**config.mk**
```make
export PLATFORM = sky130hd
export DESIGN_NAME = imm_decode_stage
export DESIGN_NICKNAME = d
export VERILOG_FILES = /design/src/rtl/imm_decode_stage.sv
export SDC_FILE = /design/constraint.sdc
export NUM_CORES = 1
export LEC_CHECK = 0
export ABC_CLOCK_PERIOD_IN_PS = 9200
export BUFFER_PORTS_ARGS = -buffer_cell sky130_fd_sc_hd__buf_4
export CAP_MARGIN = 20
export CELL_PAD_IN_SITES_DETAIL_PLACEMENT = 0
export CELL_PAD_IN_SITES_GLOBAL_PLACEMENT = 1
export CORE_MARGIN = 2
export CORE_UTILIZATION = 39
export DETAILED_ROUTE_END_ITERATION = 7
export PLACE_DENSITY_LB_ADDON = 0.1
export SKIP_CTS_REPAIR_TIMING = 1
export SLEW_MARGIN = 40
export SYNTH_ARGS = -nofsm -noshare
export SYNTH_HDL_FRONTEND = slang
export SYNTH_SLANG_ARGS = --single-unit
```
**constraint.sdc**
```tcl
create_clock -name clk -period 9.2 [get_ports clk]
set_input_delay 1.84 -clock clk [delete_from_list [all_inputs] [get_ports clk]]
set_output_delay 1.84 -clock clk [all_outputs]
set_load 0.01 [all_outputs]
```
**src/rtl/imm_decode_stage.sv**
```systemverilog
// -----------------------------------------------------------------------------
// imm_decode_stage
//
// Registered immediate-decode stage for the processor front end. Raw
// instructions arrive with their PC over a valid/ready handshake. The
// immediate is decoded combinationally on the input side, sign- or
// zero-extended to XLEN, and classified by format. Illegal or unsupported
// encodings are flagged, and the PC-relative target is precomputed. A
// main/skid register pair decouples upstream ready from downstream ready, so
// in_ready is always a flop output.
//
// Parameters:
//   XLEN   - datapath width, 32 or 64
//   CSR_EN - 1: decode Zicsr forms; 0: SYSTEM with funct3 != 000 is illegal
//
// Ports:
//   clk, rst           - rising-edge clock, asynchronous active-high reset
//   flush              - synchronous discard of both buffered entries
//   in_valid/in_ready  - upstream handshake
//   in_instr, in_pc    - raw instruction and its address
//   out_valid/out_ready- downstream handshake
//   out_instr, out_pc  - passthrough of the buffered instruction and PC
//   out_imm            - decoded immediate (XLEN bits)
//   out_fmt            - 0 NONE, 1 I, 2 S, 3 B, 4 U, 5 J, 6 CSRI, 7 SHAMT
//   out_target         - out_pc + out_imm, modulo 2^XLEN
//   out_illegal        - unsupported encoding
// -----------------------------------------------------------------------------
module imm_decode_stage #(
    parameter int XLEN   = 32,
    parameter bit CSR_EN = 1'b1
) (
    input  logic            clk,
    input  logic            rst,
    input  logic            flush,
    input  logic            in_valid,
    output logic            in_ready,
    input  logic [31:0]     in_instr,
    input  logic [XLEN-1:0] in_pc,
    output logic            out_valid,
    input  logic            out_ready,
    output logic [31:0]     out_instr,
    output logic [XLEN-1:0] out_pc,
    output logic [XLEN-1:0] out_imm,
    output logic [2:0]      out_fmt,
    output logic [XLEN-1:0] out_target,
    output logic            out_illegal
);

    localparam logic [6:0] OPC_LOAD     = 7'b0000011;
    localparam logic [6:0] OPC_FENCE    = 7'b0001111;
    localparam logic [6:0] OPC_OPIMM    = 7'b0010011;
    localparam logic [6:0] OPC_AUIPC    = 7'b0010111;
    localparam logic [6:0] OPC_OPIMM32  = 7'b0011011;
    localparam logic [6:0] OPC_STORE    = 7'b0100011;
    localparam logic [6:0] OPC_OP       = 7'b0110011;
    localparam logic [6:0] OPC_LUI      = 7'b0110111;
    localparam logic [6:0] OPC_OP32     = 7'b0111011;
    localparam logic [6:0] OPC_BRANCH   = 7'b1100011;
    localparam logic [6:0] OPC_JALR     = 7'b1100111;
    localparam logic [6:0] OPC_JAL      = 7'b1101111;
    localparam logic [6:0] OPC_SYSTEM   = 7'b1110011;

    localparam logic [2:0] FMT_NONE  = 3'd0;
    localparam logic [2:0] FMT_I     = 3'd1;
    localparam logic [2:0] FMT_S     = 3'd2;
    localparam logic [2:0] FMT_B     = 3'd3;
    localparam logic [2:0] FMT_U     = 3'd4;
    localparam logic [2:0] FMT_J     = 3'd5;
    localparam logic [2:0] FMT_CSRI  = 3'd6;
    localparam logic [2:0] FMT_SHAMT = 3'd7;

    typedef struct packed {
        logic [31:0]     instr;
        logic [XLEN-1:0] pc;
        logic [XLEN-1:0] imm;
        logic [2:0]      fmt;
        logic [XLEN-1:0] target;
        logic            illegal;
    } entry_t;

    // Widen a 32-bit two's-complement immediate to XLEN by sign extension.
    function automatic logic [XLEN-1:0] sext32(input logic [31:0] v);
        sext32 = XLEN'($signed(v));
    endfunction

    // Widen a 6-bit unsigned field (shift amounts, CSR zimm) to XLEN.
    function automatic logic [XLEN-1:0] zext6(input logic [5:0] v);
        zext6 = XLEN'(v);
    endfunction

    logic [6:0]      opcode_s;
    logic [2:0]      funct3_s;
    logic            is_shift_s;
    logic [XLEN-1:0] imm_i_s;
    logic [XLEN-1:0] imm_s_s;
    logic [XLEN-1:0] imm_b_s;
    logic [XLEN-1:0] imm_u_s;
    logic [XLEN-1:0] imm_j_s;
    logic [XLEN-1:0] shamt6_s;
    logic [XLEN-1:0] shamt5_s;
    logic [XLEN-1:0] zimm_s;
    logic [XLEN-1:0] dec_imm_s;
    logic [2:0]      dec_fmt_s;
    logic            dec_illegal_s;
    entry_t          new_entry_s;

    entry_t          main_r;
    entry_t          skid_r;
    logic            main_valid_r;
    logic            skid_valid_r;
    logic            in_ready_r;

    logic            accept_s;
    logic            drain_s;
    logic            main_load_new_s;
    logic            main_load_skid_s;
    logic            skid_load_s;
    logic            main_valid_nxt_s;
    logic            skid_valid_nxt_s;

    assign opcode_s   = in_instr[6:0];
    assign funct3_s   = in_instr[14:12];
    assign is_shift_s = (funct3_s == 3'b001) || (funct3_s == 3'b101);

    assign imm_i_s  = sext32({{20{in_instr[31]}}, in_instr[31:20]});
    assign imm_s_s  = sext32({{20{in_instr[31]}}, in_instr[31:25], in_instr[11:7]});
    assign imm_b_s  = sext32({{19{in_instr[31]}}, in_instr[31], in_instr[7],
                              in_instr[30:25], in_instr[11:8], 1'b0});
    assign imm_u_s  = sext32({in_instr[31:12], 12'b0});
    assign imm_j_s  = sext32({{11{in_instr[31]}}, in_instr[31], in_instr[19:12],
                              in_instr[20], in_instr[30:21], 1'b0});
    assign shamt6_s = zext6(in_instr[25:20]);
    assign shamt5_s = zext6({1'b0, in_instr[24:20]});
    assign zimm_s   = zext6({1'b0, in_instr[19:15]});

    // Immediate decode: format, extended value and legality from the raw word.
    // Illegal encodings leave fmt NONE and imm 0.
    always_comb begin
        dec_imm_s     = '0;
        dec_fmt_s     = FMT_NONE;
        dec_illegal_s = 1'b0;
        if (in_instr[1:0] != 2'b11) begin
            dec_illegal_s = 1'b1;
        end else begin
            case (opcode_s)
                OPC_LOAD, OPC_JALR, OPC_FENCE: begin
                    dec_fmt_s = FMT_I;
                    dec_imm_s = imm_i_s;
                end
                OPC_OPIMM: begin
                    if (!is_shift_s) begin
                        dec_fmt_s = FMT_I;
                        dec_imm_s = imm_i_s;
                    end else if (XLEN == 64) begin
                        dec_fmt_s = FMT_SHAMT;
                        dec_imm_s = shamt6_s;
                    end else if (in_instr[25]) begin
                        // RV32 shifts only have 5 shamt bits.
                        dec_illegal_s = 1'b1;
                    end else begin
                        dec_fmt_s = FMT_SHAMT;
                        dec_imm_s = shamt5_s;
                    end
                end
                OPC_OPIMM32: begin
                    if (XLEN != 64) begin
                        dec_illegal_s = 1'b1;
                    end else if (!is_shift_s) begin
                        dec_fmt_s = FMT_I;
                        dec_imm_s = imm_i_s;
                    end else if (in_instr[25]) begin
                        // Word shifts are 5-bit even on RV64.
                        dec_illegal_s = 1'b1;
                    end else begin
                        dec_fmt_s = FMT_SHAMT;
                        dec_imm_s = shamt5_s;
                    end
                end
                OPC_OP32: begin
                    if (XLEN != 64) begin
                        dec_illegal_s = 1'b1;
                    end else begin
                        dec_fmt_s = FMT_NONE;
                    end
                end
                OPC_STORE: begin
                    dec_fmt_s = FMT_S;
                    dec_imm_s = imm_s_s;
                end
                OPC_BRANCH: begin
                    dec_fmt_s = FMT_B;
                    dec_imm_s = imm_b_s;
                end
                OPC_LUI, OPC_AUIPC: begin
                    dec_fmt_s = FMT_U;
                    dec_imm_s = imm_u_s;
                end
                OPC_JAL: begin
                    dec_fmt_s = FMT_J;
                    dec_imm_s = imm_j_s;
                end
                OPC_OP: begin
                    dec_fmt_s = FMT_NONE;
                end
                OPC_SYSTEM: begin
                    case (funct3_s)
                        3'b000: begin
                            dec_fmt_s = FMT_I;
                            dec_imm_s = imm_i_s;
                        end
                        3'b001, 3'b010, 3'b011: begin
                            if (CSR_EN) begin
                                dec_fmt_s = FMT_I;
                                dec_imm_s = imm_i_s;
                            end else begin
                                dec_illegal_s = 1'b1;
                            end
                        end
                        3'b101, 3'b110, 3'b111: begin
                            if (CSR_EN) begin
                                dec_fmt_s = FMT_CSRI;
                                dec_imm_s = zimm_s;
                            end else begin
                                dec_illegal_s = 1'b1;
                            end
                        end
                        default: begin
                            dec_illegal_s = 1'b1;
                        end
                    endcase
                end
                default: begin
                    dec_illegal_s = 1'b1;
                end
            endcase
        end
    end

    // Assemble the entry that would be captured this cycle, target included.
    always_comb begin
        new_entry_s.instr   = in_instr;
        new_entry_s.pc      = in_pc;
        new_entry_s.imm     = dec_imm_s;
        new_entry_s.fmt     = dec_fmt_s;
        new_entry_s.target  = in_pc + dec_imm_s;
        new_entry_s.illegal = dec_illegal_s;
    end

    assign accept_s = in_valid && in_ready_r;
    assign drain_s  = main_valid_r && out_ready;

    // Buffer next-state: which register loads what, and the new valid bits.
    // The skid can only be non-empty while main is full.
    always_comb begin
        main_load_new_s  = 1'b0;
        main_load_skid_s = 1'b0;
        skid_load_s      = 1'b0;
        main_valid_nxt_s = main_valid_r;
        skid_valid_nxt_s = skid_valid_r;
        if (flush) begin
            main_valid_nxt_s = 1'b0;
            skid_valid_nxt_s = 1'b0;
        end else if (!main_valid_r) begin
            if (accept_s) begin
                main_load_new_s  = 1'b1;
                main_valid_nxt_s = 1'b1;
            end else begin
                main_valid_nxt_s = 1'b0;
            end
        end else if (drain_s) begin
            if (skid_valid_r) begin
                // in_ready is low here, so no beat can arrive alongside.
                main_load_skid_s = 1'b1;
                skid_valid_nxt_s = 1'b0;
            end else if (accept_s) begin
                main_load_new_s = 1'b1;
            end else begin
                main_valid_nxt_s = 1'b0;
            end
        end else begin
            if (accept_s) begin
                skid_load_s      = 1'b1;
                skid_valid_nxt_s = 1'b1;
            end else begin
                skid_valid_nxt_s = skid_valid_r;
            end
        end
    end

    // Buffer state: valid bits, registered in_ready and entry payloads.
    always_ff @(posedge clk or posedge rst) begin
        if (rst) begin
            main_valid_r <= 1'b0;
            skid_valid_r <= 1'b0;
            in_ready_r   <= 1'b1;
            main_r       <= '0;
            skid_r       <= '0;
        end else begin
            main_valid_r <= main_valid_nxt_s;
            skid_valid_r <= skid_valid_nxt_s;
            in_ready_r   <= !skid_valid_nxt_s;
            if (main_load_new_s) begin
                main_r <= new_entry_s;
            end else if (main_load_skid_s) begin
                main_r <= skid_r;
            end else begin
                main_r <= main_r;
            end
            if (skid_load_s) begin
                skid_r <= new_entry_s;
            end else begin
                skid_r <= skid_r;
            end
        end
    end

    assign in_ready    = in_ready_r;
    assign out_valid   = main_valid_r;
    assign out_instr   = main_r.instr;
    assign out_pc      = main_r.pc;
    assign out_imm     = main_r.imm;
    assign out_fmt     = main_r.fmt;
    assign out_target  = main_r.target;
    assign out_illegal = main_r.illegal;

endmodule

```
==> results of run 1 <==
## area by class of cell
cell class | count | area, µm² | area share [%]
Sequential cell | 267 | 6680 | 41.6
Clock buffer | 39 | 856 | 5.33
Clock inverter | 18 | 229 | 1.43
Inverter | 44 | 173 | 1.08
Multi-Input combinational cell | 1125 | 5870 | 36.6
Timing Repair Buffer | 214 | 1670 | 10.4
Tap cell | 448 | 561 | 3.49
## worst min-delay path by stage
stage / end / cells after the start / slack, ps
after floorplan: skid_r[100]$_DFFE_PP0P_ / 2 / 450
after detailed placement: skid_r[87]$_DFFE_PP0P_ / 2 / 460
after CTS: skid_r[89]$_DFFE_PP0P_ / 2 / 480
final: skid_r[116]$_DFFE_PP0P_ / 2 / 470
after global placement: skid_r[116]$_DFFE_PP0P_ / 2 / 460
after global routing: skid_r[84]$_DFFE_PP0P_ / 2 / 490
## layout by cell type (no fill, tap or decap), types with 5 or more instances in the layout
cell	Yosys	layout
nand2_1	486	485
dfrtp_1	266	266
buf_4	0	207
nor2_1	118	117
o21ai_0	102	102
a31oi_1	86	86
a21oi_1	76	76
inv_1	43	42
a22oi_1	40	40
ha_1	31	31
clkbuf_16	0	31
and3_1	18	16
xnor2_1	16	16
a21o_1	12	12
nand2b_1	11	11
xor2_1	11	11
nand3_1	12	10
o21ai_1	9	9
clkinv_2	0	9
nand4_1	8	8
nor2b_1	7	7
a211oi_1	7	7
o21a_1	6	6
mux2_2	6	6
nor3_1	5	5
bufinv_16	0	5
clkbuf_8	0	5
## state kept, by name, indices dropped and copies added, names as in the netlist
signal and flops:
out_fmt 3, out_valid 1, out_pc 32, out_illegal 1, skid_valid_r 1, out_instr 32
skid_r 132, in_ready 1, out_target 32, out_imm 32
## power by group through the flow
stage          combinational, W  sequential [W]  clock (W)
2_1_floorplan          0.000284         0.00152          0
3_3_place_gp           0.000571         0.00150          0
3_5_place_dp           0.000579         0.00151          0
4_1_cts                0.000582         0.00149    0.00134
5_1_grt                0.000646         0.00151    0.00138
6_report               0.000576         0.00149    0.00131
## routing by layer
metal | share of wire [%] | GRT usage (%)
met1 | 47 | 34.1
met2 | 46 | 36.8
met3 | 5.4 | 3.92
met4 | 1.5 | 4.64
met5 | 0 | 0
## synth_stat cells, types with 2 or more instances
library cell and number:
and2_1 3, dfrtp_1 266, or3_1 3, buf_2 5
o2111ai_1 3, a21boi_0 2, nand2_1 486, o21a_1 6
mux2_2 6, a31oi_1 86, a211oi_1 7, o21bai_1 3
buf_1 4, nor4_1 3, a21o_1 12, nor2_1 118
o41ai_1 2, clkbuf_1 91, inv_1 43, xor2_1 11
a22oi_1 40, o31ai_2 2, nor3b_1 3, o21ai_2 2
xnor2_1 16, a21oi_1 76, a311oi_1 2, ha_1 31
o21ai_1 9, o21ai_0 102, nor3_1 5, nand2b_1 11
nand4_1 8, a211o_1 2, and3_1 18, o31ai_1 4
nor2b_1 7, nand3_1 12
## worst min-delay path: cells and delay by family, from the launching register on
family           cells  cell delay, ps
flip-flops           1             340
AND/OR/NAND/NOR      2             100
## per-stage QoR
stage               cells  utilization, %  cell area (µm²)
finish               2155            48.2            16000
global route         2155            48.2            16000
CTS                  2154            48.1            16000
detailed placement   2097            44.8            14900
global placement     2096            44.7            14900
floorplan            1537               -            13100
## logic make-up after synthesis
logic type	share of synthesized area [%]
simple gates	21.1
compound gates	17.9
flops	51.2
buf+inv	4.27
fa+ha+maj	3.12
xor+xnor	1.94
mux	0.517
==> results.json, run 1 <==
{
  "outcome": "finished clean",
  "row_count": 67,
  "seq_power_share_pct": 44.1,
  "critPathLaunch": "in_instr[6]",
  "async_flop_share_pct": 100,
  "clk_pin_slew_ps": 60,
  "vias_per_cell": 5.26,
  "ios": 203,
  "drtIter0Drc": 967,
  "grt_max_degree": 154,
  "die_area_um2": 35000,
  "p_total_w": 0.00337,
  "critPathArrivalTime_ps": 5740,
  "fin_ws_ps": 3870,
  "path_cells": "buf_4 > nand2_1 > nor2_1 > o21ai_0 > o31ai_1 > a21oi_1 > o31ai_2 > a21oi_1 > inv_1 > ha_1 > a211oi_1 > o21ai_2 > o2111ai_2 > a31oi_2 > a41oi_4 > o21ai_1 > xnor2_1 > o21ai_1",
  "htreeDepth": 1,
  "clockBufferDepth": 3,
  "syn-num-nets": 1638,
  "setup_viol": 0,
  "drtAntennaViolNets": 0,
  "rrSetupSlack_ps": 6360,
  "die_h_um": 187,
  "io_buffers": 202,
  "final_nets": 1784,
  "max_slew.worst_pin.slew_ps": 811,
  "syn2layout_area_growth_pct": 22.9,
  "endpoint": "skid_r[32]$_DFFE_PP0P_",
  "drc": 0,
  "ys_warn_count": 0,
  "crit-reg2reg-launch": "in_ready$_DFF_PP1_",
  "synth_edf_count": 0,
  "slowest_delay_ps": 490,
  "drt_pass1_iterations": 5,
  "worstPathRequired_ps": 9610,
  "synthDominantCellAreaShare_pct": 51.0,
  "slew_viol_final": 0,
  "peakVddDrop_uv": 129,
  "place.gp.congestion": 0.846,
  "cp-end-kind": "flip-flop",
  "wl_um": 41200,
  "clk-insertion-delay-late_ps": 560,
  "cp_max_fo": 11,
  "fillerInstances": 3303,
  "crit_type": "in -> reg",
  "core_area_um2": 33300,
  "crit_family": "compound AO/OA/AOI/OAI gates",
  "grt.overflow.total": 0,
  "routedWlPerCell_um": 19.1,
  "timing.final.crit_share_pct": 58.0,
  "rsz0062_at_grt": "no",
  "net-switching-power_w": 0.000942,
  "fin_skew_ps": 10.2,
  "synth_seq_cells": 267,
  "place_ws_ps": 3360,
  "dpl.hpwl_um": 28000,
  "seq_area_frac_synth_pct": 51.2,
  "whs_ps": 472,
  "ys.flop_type": "dfrtp_1",
  "start_util_pct": 39.2,
  "synth_area_um2": 13100,
  "cts_sinks": 267,
  "max_freq_ghz": 0.188,
  "cp_num_cells": 18,
  "hold_violations": 0,
  "leakage_nw": 7.95,
  "cp_slowest_cell": "a21oi_1",
  "startpoint_type": "input pin",
  "synth.area.top_cells": "dfrtp_1 (51%), nand2_1 (14%), a31oi_1 (4.1%)",
  "syn_inst": 1537,
  "path_buf_inv": 2,
  "comb_power_share_pct": 17.1,
  "root_buffer": "clkbuf_16",
  "fp.dieW_um": 187,
  "grt_pass1_wl_um": 64900,
  "p_clk_share_pct": 38.8,
  "antenna_cells": 0,
  "grt_use_total_pct": 23.4,
  "cts-buffers-inserted": 31,
  "antenna_found_initial": 1,
  "vias": 11300,
  "hold_path_class": "reg -> reg",
  "r2r_cells": 5,
  "slew_headroom_pct": 46.0,
  "grt_pass1_vias": 10900,
  "r2r-end": "skid_r[10]$_DFFE_PP0P_",
  "swShare_pct": 28.0,
  "layout-drive-gt1-share_pct": 17.5,
  "synth_area_leader_cell": "dfrtp_1",
  "setup_tns_ps": 0,
  "power_density_nw_per_um2": 210,
  "post-route-min-period_ps": 5330,
  "maxCapViolCount": 0,
  "min_from": "skid_r[116]$_DFFE_PP0P_",
  "synth.distinct_cells": 65,
  "syn_area_per_cell_um2": 8.50,
  "cts_tree": "done",
  "p_int_w": 0.00243
}
No activity file was read; power rests on OpenSTA's default activity.
==> inputs of run 2 (changes only) <==
ABC_AREA = 1   (was default)
ABC_CLOCK_PERIOD_IN_PS = 4550   (was 9200)
clock period = 4.55 ns   (was 9.2 ns; I/O delays follow)
==> run 2 against run 1 <==
Wire length increased by 15%. Non-clock buffer count is 9 higher. First-iteration DRC count decreased by 1.1%. Sequential share of layout area shrank 1.7 points. Area after synthesis up 5.4%. Critical path depth up 4. Synthesized cell count is 12% higher. Combinational power rose to 2.7 times the previous value. Critical path type unchanged. Largest cell class unchanged.
==> results.json, run 2 <==
{
  "vias_per_cell": 5.20,
  "ys_warn_count": 0,
  "place.gp.congestion": 0.889,
  "async_flop_share_pct": 100,
  "core_area_um2": 34600,
  "wl_um": 47300,
  "drc": 0,
  "antenna_found_initial": 0,
  "grt_pass1_wl_um": 72300,
  "most-common-layout-cells": "nand2_1 (578), dfrtp_1 (266), buf_4 (216), inv_1 (201), nand3_1 (119)",
  "synthDominantCellAreaShare_pct": 48.3,
  "post-route-min-period_ps": 4280,
  "syn_inst": 1726,
  "rsz0062_at_grt": "no",
  "start_util_pct": 39.8,
  "ios": 203,
  "synth.distinct_cells": 50,
  "routedWlPerCell_um": 19.9,
  "synth_area_leader_cell": "dfrtp_1",
  "rrSetupSlack_ps": 1860,
  "syn_area_per_cell_um2": 7.98,
  "grt_pass1_vias": 12000,
  "drtAntennaViolNets": 0,
  "crit-reg2reg-launch": "out_valid$_DFF_PP0_",
  "grt.overflow.total": 0,
  "row_count": 68,
  "die_h_um": 192,
  "outcome": "finished clean",
  "drt_pass1_iterations": 5,
  "clockBufferDepth": 3,
  "largest_reg_flops": 132,
  "startpoint_type": "input pin",
  "fp.dieW_um": 192,
  "r2r_cells": 10,
  "maxCapViolCount": 0,
  "syn2layout_area_growth_pct": 21.6,
  "grt_use_total_pct": 25.9,
  "fin_ws_ps": 275,
  "leakage_nw": 8.56,
  "power_density_nw_per_um2": 430,
  "clk_pin_slew_ps": 60,
  "top_register": "skid_r",
  "hold_path_class": "in -> async",
  "synth_area_um2": 13800,
  "worstPathRequired_ps": 4990,
  "place_ws_ps": -180,
  "cp_max_fo": 11,
  "cts_sinks": 267,
  "design_area_um2": 16700,
  "r2r-end": "out_illegal$_DFFE_PP0P_",
  "synth_seq_cells": 267,
  "setup_viol": 0,
  "slew_viol_final": 0,
  "synth_edf_count": 0,
  "seq_area_frac_synth_pct": 48.5,
  "cts-buffers-inserted": 31,
  "cp-end-kind": "flip-flop",
  "cts_tree": "done",
  "topRoutingLayerUsed": "met4",
  "die_area_um2": 36800,
  "peakVddDrop_uv": 315,
  "final_nets": 2004,
  "drtIter0Drc": 956,
  "max_freq_ghz": 0.234,
  "hold_violations": 0,
  "layout-drive-gt1-share_pct": 17.1,
  "drt-met1-wl_um": 21800,
  "timing.final.crit_share_pct": 94.0,
  "slew_headroom_pct": 50.4,
  "placed_cell_area_um2": 15800,
  "grt_max_degree": 119,
  "root_buffer": "clkbuf_16",
  "antenna_cells": 0,
  "critPathArrivalTime_ps": 4710,
  "ys.flop_type": "dfrtp_1",
  "fin_skew_ps": 7.24,
  "synth_common_cells": "nand2_1 (579), dfrtp_1 (266), inv_1 (202)",
  "htreeDepth": 1,
  "crit_type": "in -> reg",
  "max_slew.worst_pin.slew_ps": 742,
  "final_common_cell": "nand2_1",
  "p_total_w": 0.00720,
  "vias": 12300,
  "wl_met2_um": 21600,
  "synth.area.top_cells": "dfrtp_1 (48%), nand2_1 (16%), inv_1 (5.5%)",
  "yosysMostFrequentCell": "nand2_1",
  "dpl.hpwl_um": 34400,
  "fillerInstances": 3483,
  "io_buffers": 202,
  "wl_met3_um": 2690,
  "syn-num-nets": 1827,
  "clk-insertion-delay-late_ps": 550
}
run 2: power by group:
part           total, W  internal (W)  switching [W]
Combinational   0.00155      0.000659       0.000891
Clock           0.00246       0.00148       0.000982
Sequential      0.00319       0.00293       0.000264
run 2: cells by family (layout without fill, tap and decap cells):
family,after synthesis,in the layout,share of synthesized area (%)
XOR/XNOR,13,13,0.827
adder cells (fa/ha/maj),32,32,2.96
AO/OA/AOI/OAI,293,293,14.0
buffers and inverters,292,486,8.48
flip-flops,267,267,48.5
AND/OR/NAND/NOR,829,829,25.2
run 2: critical path, stage by stage:
cell and delay, ps:
buf_4 120, nand2_2 160, inv_2 80, nand2_4 90
nand2_1 50, nand2_1 90, nand2_2 90, nand2_2 100
nand2_1 70, inv_2 200, buf_4 230, nand4_1 380
ha_1 610, nand2_1 110, inv_1 90, nand2_1 110
nor3_1 530, nand3_1 330, nand2_1 120, nand2_1 70
nand3_1 80, nand3_1 70
run 2: worst max path at each step:
stage / start / to / slack, ps / depth (start not counted)
6_report: in_instr[1] / out_target[27]$_DFFE_PP0P_ / 270 / 22
3_3_place_gp: in_instr[1] / out_target[27]$_DFFE_PP0P_ / -270 / 22
4_1_cts: in_instr[1] / out_target[27]$_DFFE_PP0P_ / 400 / 22
2_1_floorplan: rst / out_fmt[0]$_DFFE_PP0P_ / 120 / 1
5_1_grt: in_instr[1] / out_target[27]$_DFFE_PP0P_ / 130 / 22
3_5_place_dp: in_instr[1] / out_target[27]$_DFFE_PP0P_ / -180 / 22
run 2: per-stage QoR:
stage               cells  hold WS [ps]  utilization [%]  TNS (ps)
floorplan            1726           449                -         0
global placement     2324           464             45.4      -525
detailed placement   2325           466             45.5      -313
CTS                  2375           390             48.3         0
global route         2375           430             48.3         0
finish               2375           403             48.3         0
run 2: layer usage:
layer | vias to the layer above | global-route usage, %
met1 | 5918 | 37.4
met5 | - | 0
met2 | 404 | 41.7
met4 | 0 | 6.07
li1 | 5969 | -
met3 | 56 | 2.80
run 2: final cells by class:
cell class / instances / area, µm² / share of cell area [%]
Clock buffer: 46 / 912 / 5.45
Sequential cell: 267 / 6680 / 39.9
Tap cell: 455 / 569 / 3.40
Multi-Input combinational cell: 1167 / 5950 / 35.5
Inverter: 213 / 803 / 4.80
Clock inverter: 4 / 73.8 / 0.441
Timing Repair Buffer: 223 / 1750 / 10.5
==> inputs of run 3 (changes only) <==
ABC_CLOCK_PERIOD_IN_PS = 3900   (was 4550)
SETUP_SLACK_MARGIN = 0.05   (was default)
clock period = 3.9 ns   (was 4.55 ns; I/O delays follow)
==> run 3 against run 2 <==
Worst setup slack improved by 340 ps. Register-to-register slack got worse by 90 ps. Wire length decreased by 2.8%. Global-route usage decreased by 0.50 points. Critical path depth increased by 3.
==> results.json, run 3 (synthesis gave the netlist of run 2 again) <==
{
  "outcome": "finished clean",
  "peakVddDrop_uv": 370,
  "cts_sinks": 267,
  "ios": 203,
  "antenna_found_initial": 0,
  "dpl.hpwl_um": 33500,
  "final_nets": 2066,
  "root_buffer": "clkbuf_16",
  "max_slew.worst_pin.slew_ps": 842,
  "drtIter0Drc": 924,
  "cp_slowest_cell": "fa_1",
  "grt_max_degree": 198,
  "p_int_w": 0.00588,
  "comb_power_share_pct": 21.8,
  "final_common_cell": "nand2_1",
  "cts-buffers-inserted": 31,
  "clk_pin_slew_ps": 60,
  "whs_ps": 319,
  "grt_pass1_vias": 12200,
  "maxCapViolCount": 0,
  "r2r_cells": 5,
  "startpoint_type": "input pin",
  "die_area_um2": 36800,
  "htreeDepth": 1,
  "routedWlPerCell_um": 18.8,
  "swShare_pct": 30.4,
  "row_count": 68,
  "grt_pass1_wl_um": 71800,
  "p_clk_share_pct": 34.1,
  "fp.dieW_um": 192,
  "vias": 12500,
  "wl_um": 45900,
  "grt.overflow.total": 0,
  "setup_tns_ps": 0,
  "io_buffers": 202,
  "timing.final.crit_share_pct": 84.3,
  "drtAntennaViolNets": 0,
  "crit_top_cell": "nand2_1",
  "drc": 0,
  "cp_max_fo": 6,
  "hold_violations": 0,
  "max_freq_ghz": 0.304,
  "instances_no_fill": 2444,
  "design_area_um2": 17300,
  "critPathArrivalTime_ps": 3760,
  "fin_skew_ps": 18.5,
  "cp-end-kind": "flip-flop",
  "fillerInstances": 3451,
  "worstPathRequired_ps": 4370,
  "slew_headroom_pct": 43.9,
  "placed_cell_area_um2": 16200,
  "antenna_cells": 0,
  "die_h_um": 192,
  "most-common-layout-cells": "nand2_1 (578), buf_4 (277), dfrtp_1 (266), inv_1 (201), nand3_1 (119)",
  "syn2layout_area_growth_pct": 25.3,
  "clockBufferDepth": 3,
  "hold_path_class": "in -> async",
  "post-route-min-period_ps": 3290,
  "placedCellCount": 2386,
  "cts_tree": "done",
  "crit_type": "in -> reg",
  "vias_per_cell": 5.13,
  "largest_reg_flops": 132,
  "start_util_pct": 39.8,
  "top_register": "skid_r",
  "drt_pass1_iterations": 5,
  "place.gp.congestion": 0.890,
  "core_area_um2": 34600,
  "rsz0062_at_grt": "no",
  "net-switching-power_w": 0.00256,
  "slew_viol_final": 0,
  "layout-drive-gt1-share_pct": 19.9,
  "leakage_nw": 8.89,
  "grt_use_total_pct": 25.4,
  "power_density_nw_per_um2": 490,
  "slowest_delay_ps": 400,
  "seq_power_share_pct": 44.1,
  "clk-insertion-delay-late_ps": 590,
  "setup_viol": 0
}
run 3: area by class of cell:
class	instances	area, µm²	area share [%]
multi-input combinational	1167	5950	34.5
sequential	267	6680	38.7
clock buffer	43	851	4.93
tap	455	569	3.30
inverter	213	803	4.66
timing repair buffer	285	2250	13.0
clock inverter	14	148	0.856
run 3: power by group through the flow:
stage	registers [W]	logic [W]	clock network (W)
2_1_floorplan	0.00381	0.000914	0
3_3_place_gp	0.00376	0.00183	0
3_5_place_dp	0.00377	0.00186	0
4_1_cts	0.00373	0.00187	0.00294
5_1_grt	0.00380	0.00208	0.00306
6_report	0.00373	0.00184	0.00288
run 3: routing by layer:
layer  global-route usage (%)  share of wire (%)
met1                     36.8                 47
met5                        0                  0
met4                     4.94                1.7
met3                     2.91                5.4
met2                     41.1                 46
run 3: critical path: cells and delay by family:
family          cells  cell delay (ps)
buf+inv             5              450
compound gates      2              230
fa+ha+maj           2              610
simple gates       16             1690
run 3: stage by stage:
stage                     power [W]  setup WS (ps)  util (%)
after floorplan             0.00473           -405         -
after global routing        0.00894            195      49.8
after detailed placement    0.00563           57.5      46.9
after global placement      0.00559           74.0      46.9
final                       0.00845            611      49.8
after CTS                   0.00854            642      49.7
run 3: path summary, 6_finish.rpt:
path / start / to / slack, ps
min reg2reg: skid_r[14]$_DFFE_PP0P_ / skid_r[14]$_DFFE_PP0P_ / 480
max in group asynchronous: rst / skid_r[83]$_DFFE_PP0P_ / 2610
max: in_instr[3] / skid_r[31]$_DFFE_PP0P_ / 610
min: rst / out_pc[26]$_DFFE_PP0P_ / 320
min in group clk: in_instr[8] / skid_r[108]$_DFFE_PP0P_ / 420
max reg2reg: in_ready$_DFF_PP1_ / skid_r[75]$_DFFE_PP0P_ / 1770
